$ cat src/rtl/s2p_arbiter_ctrl.sv
// rtl/s2p_arbiter_ctrl.sv - two-source round-robin arbiter steering one shared serial-to-parallel deserializer
// Grants one source for exactly N serial cycles, captures the assembled word and holds it until accepted.
module s2p_arbiter_ctrl #(
  parameter int N  = 10,
  parameter int CW = 4
) (
  input  logic         clk,
  input  logic         rst,
  input  logic [1:0]   i_Req,
  input  logic         i_Serial0,
  input  logic         i_Serial1,
  output logic [1:0]   o_Gnt,
  output logic         o_Serial,
  input  logic [N-1:0] i_Parallel,
  output logic [N-1:0] o_Word,
  output logic         o_Src,
  output logic         o_Valid,
  input  logic         i_Ready,
  output logic         o_Busy
);

  typedef enum logic [1:0] {IDLE, SHIFT, CAPT, HOLD} state_t;

  localparam logic [CW-1:0] LAST_BIT = CW'(N - 1);

  state_t        state_q, state_d;
  logic [1:0]    gnt_q, gnt_d;
  logic [CW-1:0] cnt_q, cnt_d;
  logic          last_q, last_d;
  logic          win_q, win_d;
  logic [N-1:0]  word_q, word_d;
  logic          src_q, src_d;
  logic          valid_q, valid_d;
  logic          pick;
  logic          start;

  always_ff @(posedge clk) begin
    if (!rst) begin
      state_q <= IDLE;
      gnt_q   <= 2'b00;
      cnt_q   <= '0;
      last_q  <= 1'b1;
      win_q   <= 1'b0;
      word_q  <= '0;
      src_q   <= 1'b0;
      valid_q <= 1'b0;
    end else begin
      state_q <= state_d;
      gnt_q   <= gnt_d;
      cnt_q   <= cnt_d;
      last_q  <= last_d;
      win_q   <= win_d;
      word_q  <= word_d;
      src_q   <= src_d;
      valid_q <= valid_d;
    end
  end

  // On a tie the source that was not served last wins; a lone request always wins.
  always_comb begin
    pick  = (i_Req == 2'b11) ? ~last_q : i_Req[1];
    start = (i_Req != 2'b00) && ((state_q == IDLE) || ((state_q == HOLD) && i_Ready));
  end

  always_comb begin
    state_d = state_q;
    gnt_d   = gnt_q;
    cnt_d   = cnt_q;
    last_d  = last_q;
    win_d   = win_q;
    word_d  = word_q;
    src_d   = src_q;
    valid_d = valid_q;
    case (state_q)
      IDLE: begin
        if (start) state_d = SHIFT;
      end
      SHIFT: begin
        cnt_d = cnt_q + 1'b1;
        if (cnt_q == LAST_BIT) begin
          gnt_d   = 2'b00;
          last_d  = win_q;
          state_d = CAPT;
        end
      end
      CAPT: begin
        word_d  = i_Parallel;
        src_d   = win_q;
        valid_d = 1'b1;
        state_d = HOLD;
      end
      HOLD: begin
        if (i_Ready) begin
          valid_d = 1'b0;
          state_d = start ? SHIFT : IDLE;
        end
      end
      default: state_d = IDLE;
    endcase
    if (start) begin
      win_d = pick;
      gnt_d = pick ? 2'b10 : 2'b01;
      cnt_d = '0;
    end
  end

  always_comb begin
    o_Gnt    = gnt_q;
    o_Serial = (gnt_q[0] & i_Serial0) | (gnt_q[1] & i_Serial1);
    o_Word   = word_q;
    o_Src    = src_q;
    o_Valid  = valid_q;
    o_Busy   = (state_q != IDLE);
  end

endmodule

$ cat config.mk
export PLATFORM = sky130hd
export DESIGN_NAME = s2p_arbiter_ctrl
export DESIGN_NICKNAME = d
export VERILOG_FILES = /design/src/rtl/s2p_arbiter_ctrl.sv
export SDC_FILE = /design/constraint.sdc
export NUM_CORES = 1
export LEC_CHECK = 0
export BUFFER_PORTS_ARGS = -buffer_cell sky130_fd_sc_hd__buf_2
export CAP_MARGIN = 20
export CORE_UTILIZATION = 48
export CTS_CLUSTER_SIZE = 28
export DETAILED_ROUTE_END_ITERATION = 10
export PLACE_DENSITY_LB_ADDON = 0.3
export SLEW_MARGIN = 10
export SYNTH_ARGS = -nofsm -noshare
export SYNTH_HDL_FRONTEND = slang
export SYNTH_SLANG_ARGS = --single-unit
export TNS_END_PERCENT = 20
$ cat constraint.sdc
create_clock -name clk -period 1.8 [get_ports clk]
set_input_delay 0.09 -clock clk [delete_from_list [all_inputs] [get_ports clk]]
set_output_delay 0.09 -clock clk [all_outputs]
set_load 0.02 [all_outputs]
### Word-level counts from Yosys, hierarchy flattened

Index checks and enable logic that the tools add are counted.
Widths: inputs -> output; s select.

* input port bits: 17
* output and inout port bits: 16
* register bits: 22

* equality and inequality tests: 8
* multiplexer cells: 12
* reductions and logical operators: 14
* $add $sub $neg: 1
* bitwise logic cells: 5

Operator list (number)
* $mux 2: 7
* $reduce_bool 2->1: 5
* $pmux 2 s4: 1
* $eq 2x2->1 const B: 3
* $ne 2x2->1 const B: 3
* $reduce_and 2->1: 3
* $add 4x1->4 const B: 1
* $eq 4x4->1 const B: 1
* $mux 1: 3
* $reduce_and 3->1: 1
* $and 1x1->1: 2
* $eq 2x1->1 const B: 1
* $logic_and 1x1->1: 2
* $logic_not 2->1: 1
* $not 1->1: 2
* $pmux 1 s2: 1
* $reduce_or 2->1: 1
* $logic_or 1x1->1: 1
* $or 1x1->1: 1

### Logic depth before layout (Yosys ltp)

* depth after elaboration: 7
* depth in mapped cells: 6
* gate-level depth less buffers: 6

### Least setup slack after synthesis

OpenSTA, ideal clock, no wires.

* path type: register -> register
* from: register state_q[1]
* to: register state_q[0]
* stages on the path, launching flop included: 7
* period minus slack after synthesis: 1653 ps
* path slack: 147 ps
* arrival time: 1535 ps
* path buffers: 1
* setup time: 117 ps
* cells stage by stage: dfxtp_1 inv_1 ha_1 clkbuf_1 a222oi_1 o21ai_1 a32o_1

* word-level cells in the longest chain between the ends: 7
* elaborated cells on any way between the ends: 14

Ends and longest elaborated chain
* start, declared: line 26 `state_t state_q, state_d;`
* start signal, assigned: line 48 `state_q <= state_d;`
* $eq 2x2->1: line 62, 74
* $logic_and 1x1->1: line 62 `start = (i_Req != 2'b00) && ((state_q == IDLE) || ((state_q == HOLD) && i_Ready));`
* $logic_or 1x1->1: line 62
* $logic_and 1x1->1: line 62
* $mux 1: line 95 `state_d = start ? SHIFT : IDLE;`
* $mux 2: line 93 `if (i_Ready) begin`
* $pmux 2 s4: line 74 `case (state_q)`

Several ways; a longest one is shown, not always the timed one. The select of a mux whose other input is x is not followed.
A chain may end at the register's enable or synchronous reset.

### Worst setup path after layout

* from: register state_q[0]
* to: register state_q[0]

The elaborated chain is that of the path after synthesis.

==> results summary <==
The combined global-route utilization of all metal layers is 18.8%. The number of warnings printed during yosys synthesis is 0. The overall routed net length is 1880 um. The achievable clock frequency is 592 MHz. The number of max-cap violations is 0. The share of the cycle needed by the critical path after routing is 93.9%. Setup repair after global routing left no endpoint under its margin. The detailed router finished its first iteration with 13 violations. The vertical extent of the die is 47.2 um.

The total count of max-transition violations in the final report came to 0. The row count came out at 15. The cell chosen for the clock root is sky130_fd_sc_hd__clkbuf_4. STA puts the critical path data arrival time at 1890 ps. Cells with a size suffix above 1 make up 29.9% of the layout. The area overhead of the layout relative to synthesis is 22.2%. The CTS tree is built. The via density per instance came out at 5.08. The worst-path maximum fanout came out at 4. The worst setup path is of the flop to flop kind. The final cell count without fillers came out at 159. At the worst endpoint, the required time is 2000 ps. The via count of the first global-routing pass came out at 725. The number of hold-slack violations in the final timing report is 0. The number of nets in the layout came out at 160.

The leakage power total came out at 0.000537 uW. The tightest slew margin relative to the limit came out at 66.6%. The maximum number of buffers from clock root to sink came out at 2. The cell area power density came out at 1370 nW/um2.

The met2 usage in global routing is 35.0%. The number of unique standard cell types used by synthesis came out at 22. In this run the tool buffered the top-level ports with 32 buffer cells. For the pin with the worst max-slew slack, the measured transition is 501 ps. The residual overflow from global routing is 0. The setup TNS is 0 ps.

The gate count of the mapped netlist came out at 101. The cell count after placement came out at 156. The sequential fraction of the synthesis area is 44.9%. The min-delay analysis places its worst path in the category input port to flop. The synthesized netlist net count is 125. The number of remaining DRC errors is 0.

Across the routed clock network, the largest skew measured is 3.50 ps. The maximum number of pins on one net before global-route repair came out at 20. Global routing consumed, on the met3 layer, 6.92% of the routing resources. CTS built an H-tree with a depth of 1. STA classifies the critical path endpoint as a flop.

The clock net in this run drives a total of 22 sinks. The maximum vdd ir drop came out at 0.639 mV. The die extent in x came out at 47.2 um. The number of clock buffers inserted by TritonCTS is 3.

After synthesis the cells add up to 981 um2. The mean instance size in the synthesized netlist came out at 9.71 um2. Synthesis inferred 22 register bits. The post-detailed-route count of antenna-violating nets came out at 0. At the end of routability-driven placement, the weighted congestion stood at 0.717.

The wire length of the first global-routing pass came out at 2900 um. The first TritonRoute pass finished after 4 iterations. The worst setup path is launched from a flop. The I/O pin count came out at 33. The half-perimeter wire length after detailed placement came out at 1450 um. After global routing, the most crowded layer is met2. The clock-pin slew on the worst setup and hold paths is 110 ps.

For the finished layout, the period the worst path requires is 1690 ps. The number of diodes added for antenna fixing came out at 0. Clock latency on the worst-skew pair, taken at its later pin, is 300 ps. The total via count in the routed design came out at 807. The run finished with clean final reports.

Setup violations remaining at the end of the flow were counted as 0. The floorplan step defined a die boundary enclosing 2230 um2. The met1 usage is 19.3%. The average detailed-routed wire length per instance is 11.8 um. The number of antenna violations at the first check in global routing came out at 0. The starting density of the core is 53.9%. The core region area is 1820 um2.
synth_stat cells, drive strengths merged:
cell    number  area (um2)
dfxtp       22         440
nor2b       15        93.8
mux2i       12         120
ha           7        87.6
nor2         7        26.3
inv          6        22.5
nand2        6        22.5
o21ai        6        30.0
a21oi        4        20.0
clkbuf       3        11.3
nand4b       2        17.5
xor2         2        17.5
a211oi       1        7.51
a222oi       1        10.0
a22o         1        8.76
a32o         1        10.0
buf          1        5.00
nand3b       1        7.51
nand4        1        6.26
o211ai       1        7.51
xnor2        1        8.76
what timing repair did:
action / CTS / global route
setup buffers: 0 / 0
hold buffers: 0 / 0
gates resized for setup: 0 / 3
endpoints found under the hold margin: 0 / 0
endpoints found under the setup margin: 0 / 1
cell type report:
class / instances / area, um2
inverter: 6 / 22.5
timing repair buffer: 34 / 175
multi-input combinational: 69 / 504
clock buffer: 3 / 22.5
sequential: 22 / 443
tap: 25 / 31.3
fill: 163 / 622
metrics by stage:
step | hold WS (ps) | cell area, um2 | power, uW | utilization (%) | setup slack [ps]
detailed placement | 359 | 1170 | 1430 | 64.3 | 79.7
CTS | 40.0 | 1190 | 1640 | 65.6 | 56.4
floorplan | 260 | 981 | 1210 | - | 147
global route | 38.2 | 1200 | 1770 | 65.8 | 40.3
finish | 47.3 | 1200 | 1640 | 65.8 | 110
global placement | 345 | 1170 | 1380 | 64.3 | 186
cells by family (layout without fill, tap and decap cells):
group	Yosys count	after routing	synth area share, %
and+or+nand+nor	32	32	17.7
DFF	22	22	44.9
AOI/OAI and AO/OA	15	15	9.57
muxes	12	12	12.2
buffers and inverters	10	43	3.95
adders and majority gates	7	7	8.93
xor gates and xnor gates	3	3	2.68
sequential cells by signal (all words and copies together) (netlist names):
name and cells:
cnt_q 4, o_Valid 1, o_Src 1, win_q 1, o_Gnt 2, state_q 2, o_Word 10, last_q 1
layer usage:
layer	wire [um]	vias to the layer above	share of wire [%]
met5	0	-	0
met4	12	0	0.64
met3	102	2	5.4
met2	975	23	52
met1	793	378	42
li1	-	404	-
cells in the final DEF (no fill, tap or decap), types with 2 or more instances in the layout:
cell                        n
sky130_fd_sc_hd__a21oi_1    4
sky130_fd_sc_hd__buf_2     32
sky130_fd_sc_hd__buf_4      2
sky130_fd_sc_hd__clkbuf_4   3
sky130_fd_sc_hd__dfxtp_1   20
sky130_fd_sc_hd__dfxtp_2    2
sky130_fd_sc_hd__ha_1       6
sky130_fd_sc_hd__inv_1      6
sky130_fd_sc_hd__mux2i_1   12
sky130_fd_sc_hd__nand2_1    6
sky130_fd_sc_hd__nand4b_1   2
sky130_fd_sc_hd__nor2_1     7
sky130_fd_sc_hd__nor2b_1   15
sky130_fd_sc_hd__o21ai_0    4
sky130_fd_sc_hd__o21ai_1    2
sky130_fd_sc_hd__xor2_1     2
final timing paths:
check | start | to | slack [ps] | cells after the start
max | state_q[0]$_SDFFE_PN0P_ | state_q[0]$_SDFFE_PN0P_ | 110 | 5
min | i_Parallel[0] | o_Word[0]$_SDFFE_PN0P_ | 50 | 3
max reg2reg | state_q[0]$_SDFFE_PN0P_ | state_q[0]$_SDFFE_PN0P_ | 110 | 5
min reg2reg | o_Gnt[1]$_SDFFE_PN0P_ | o_Gnt[1]$_SDFFE_PN0P_ | 520 | 2
worst max-delay path: stages (launching register included):
cell and delay (ps):
sky130_fd_sc_hd__dfxtp_2 370, sky130_fd_sc_hd__inv_1 90, sky130_fd_sc_hd__ha_2 210, sky130_fd_sc_hd__a222oi_1 480, sky130_fd_sc_hd__o21ai_1 160, sky130_fd_sc_hd__a32o_1 280
where the power goes:
part | internal [uW] | switching (uW)
Combinational | 325 | 431
Clock | 78.0 | 136
Sequential | 598 | 74.9
Note: power is estimated with default switching activity, not from simulation.
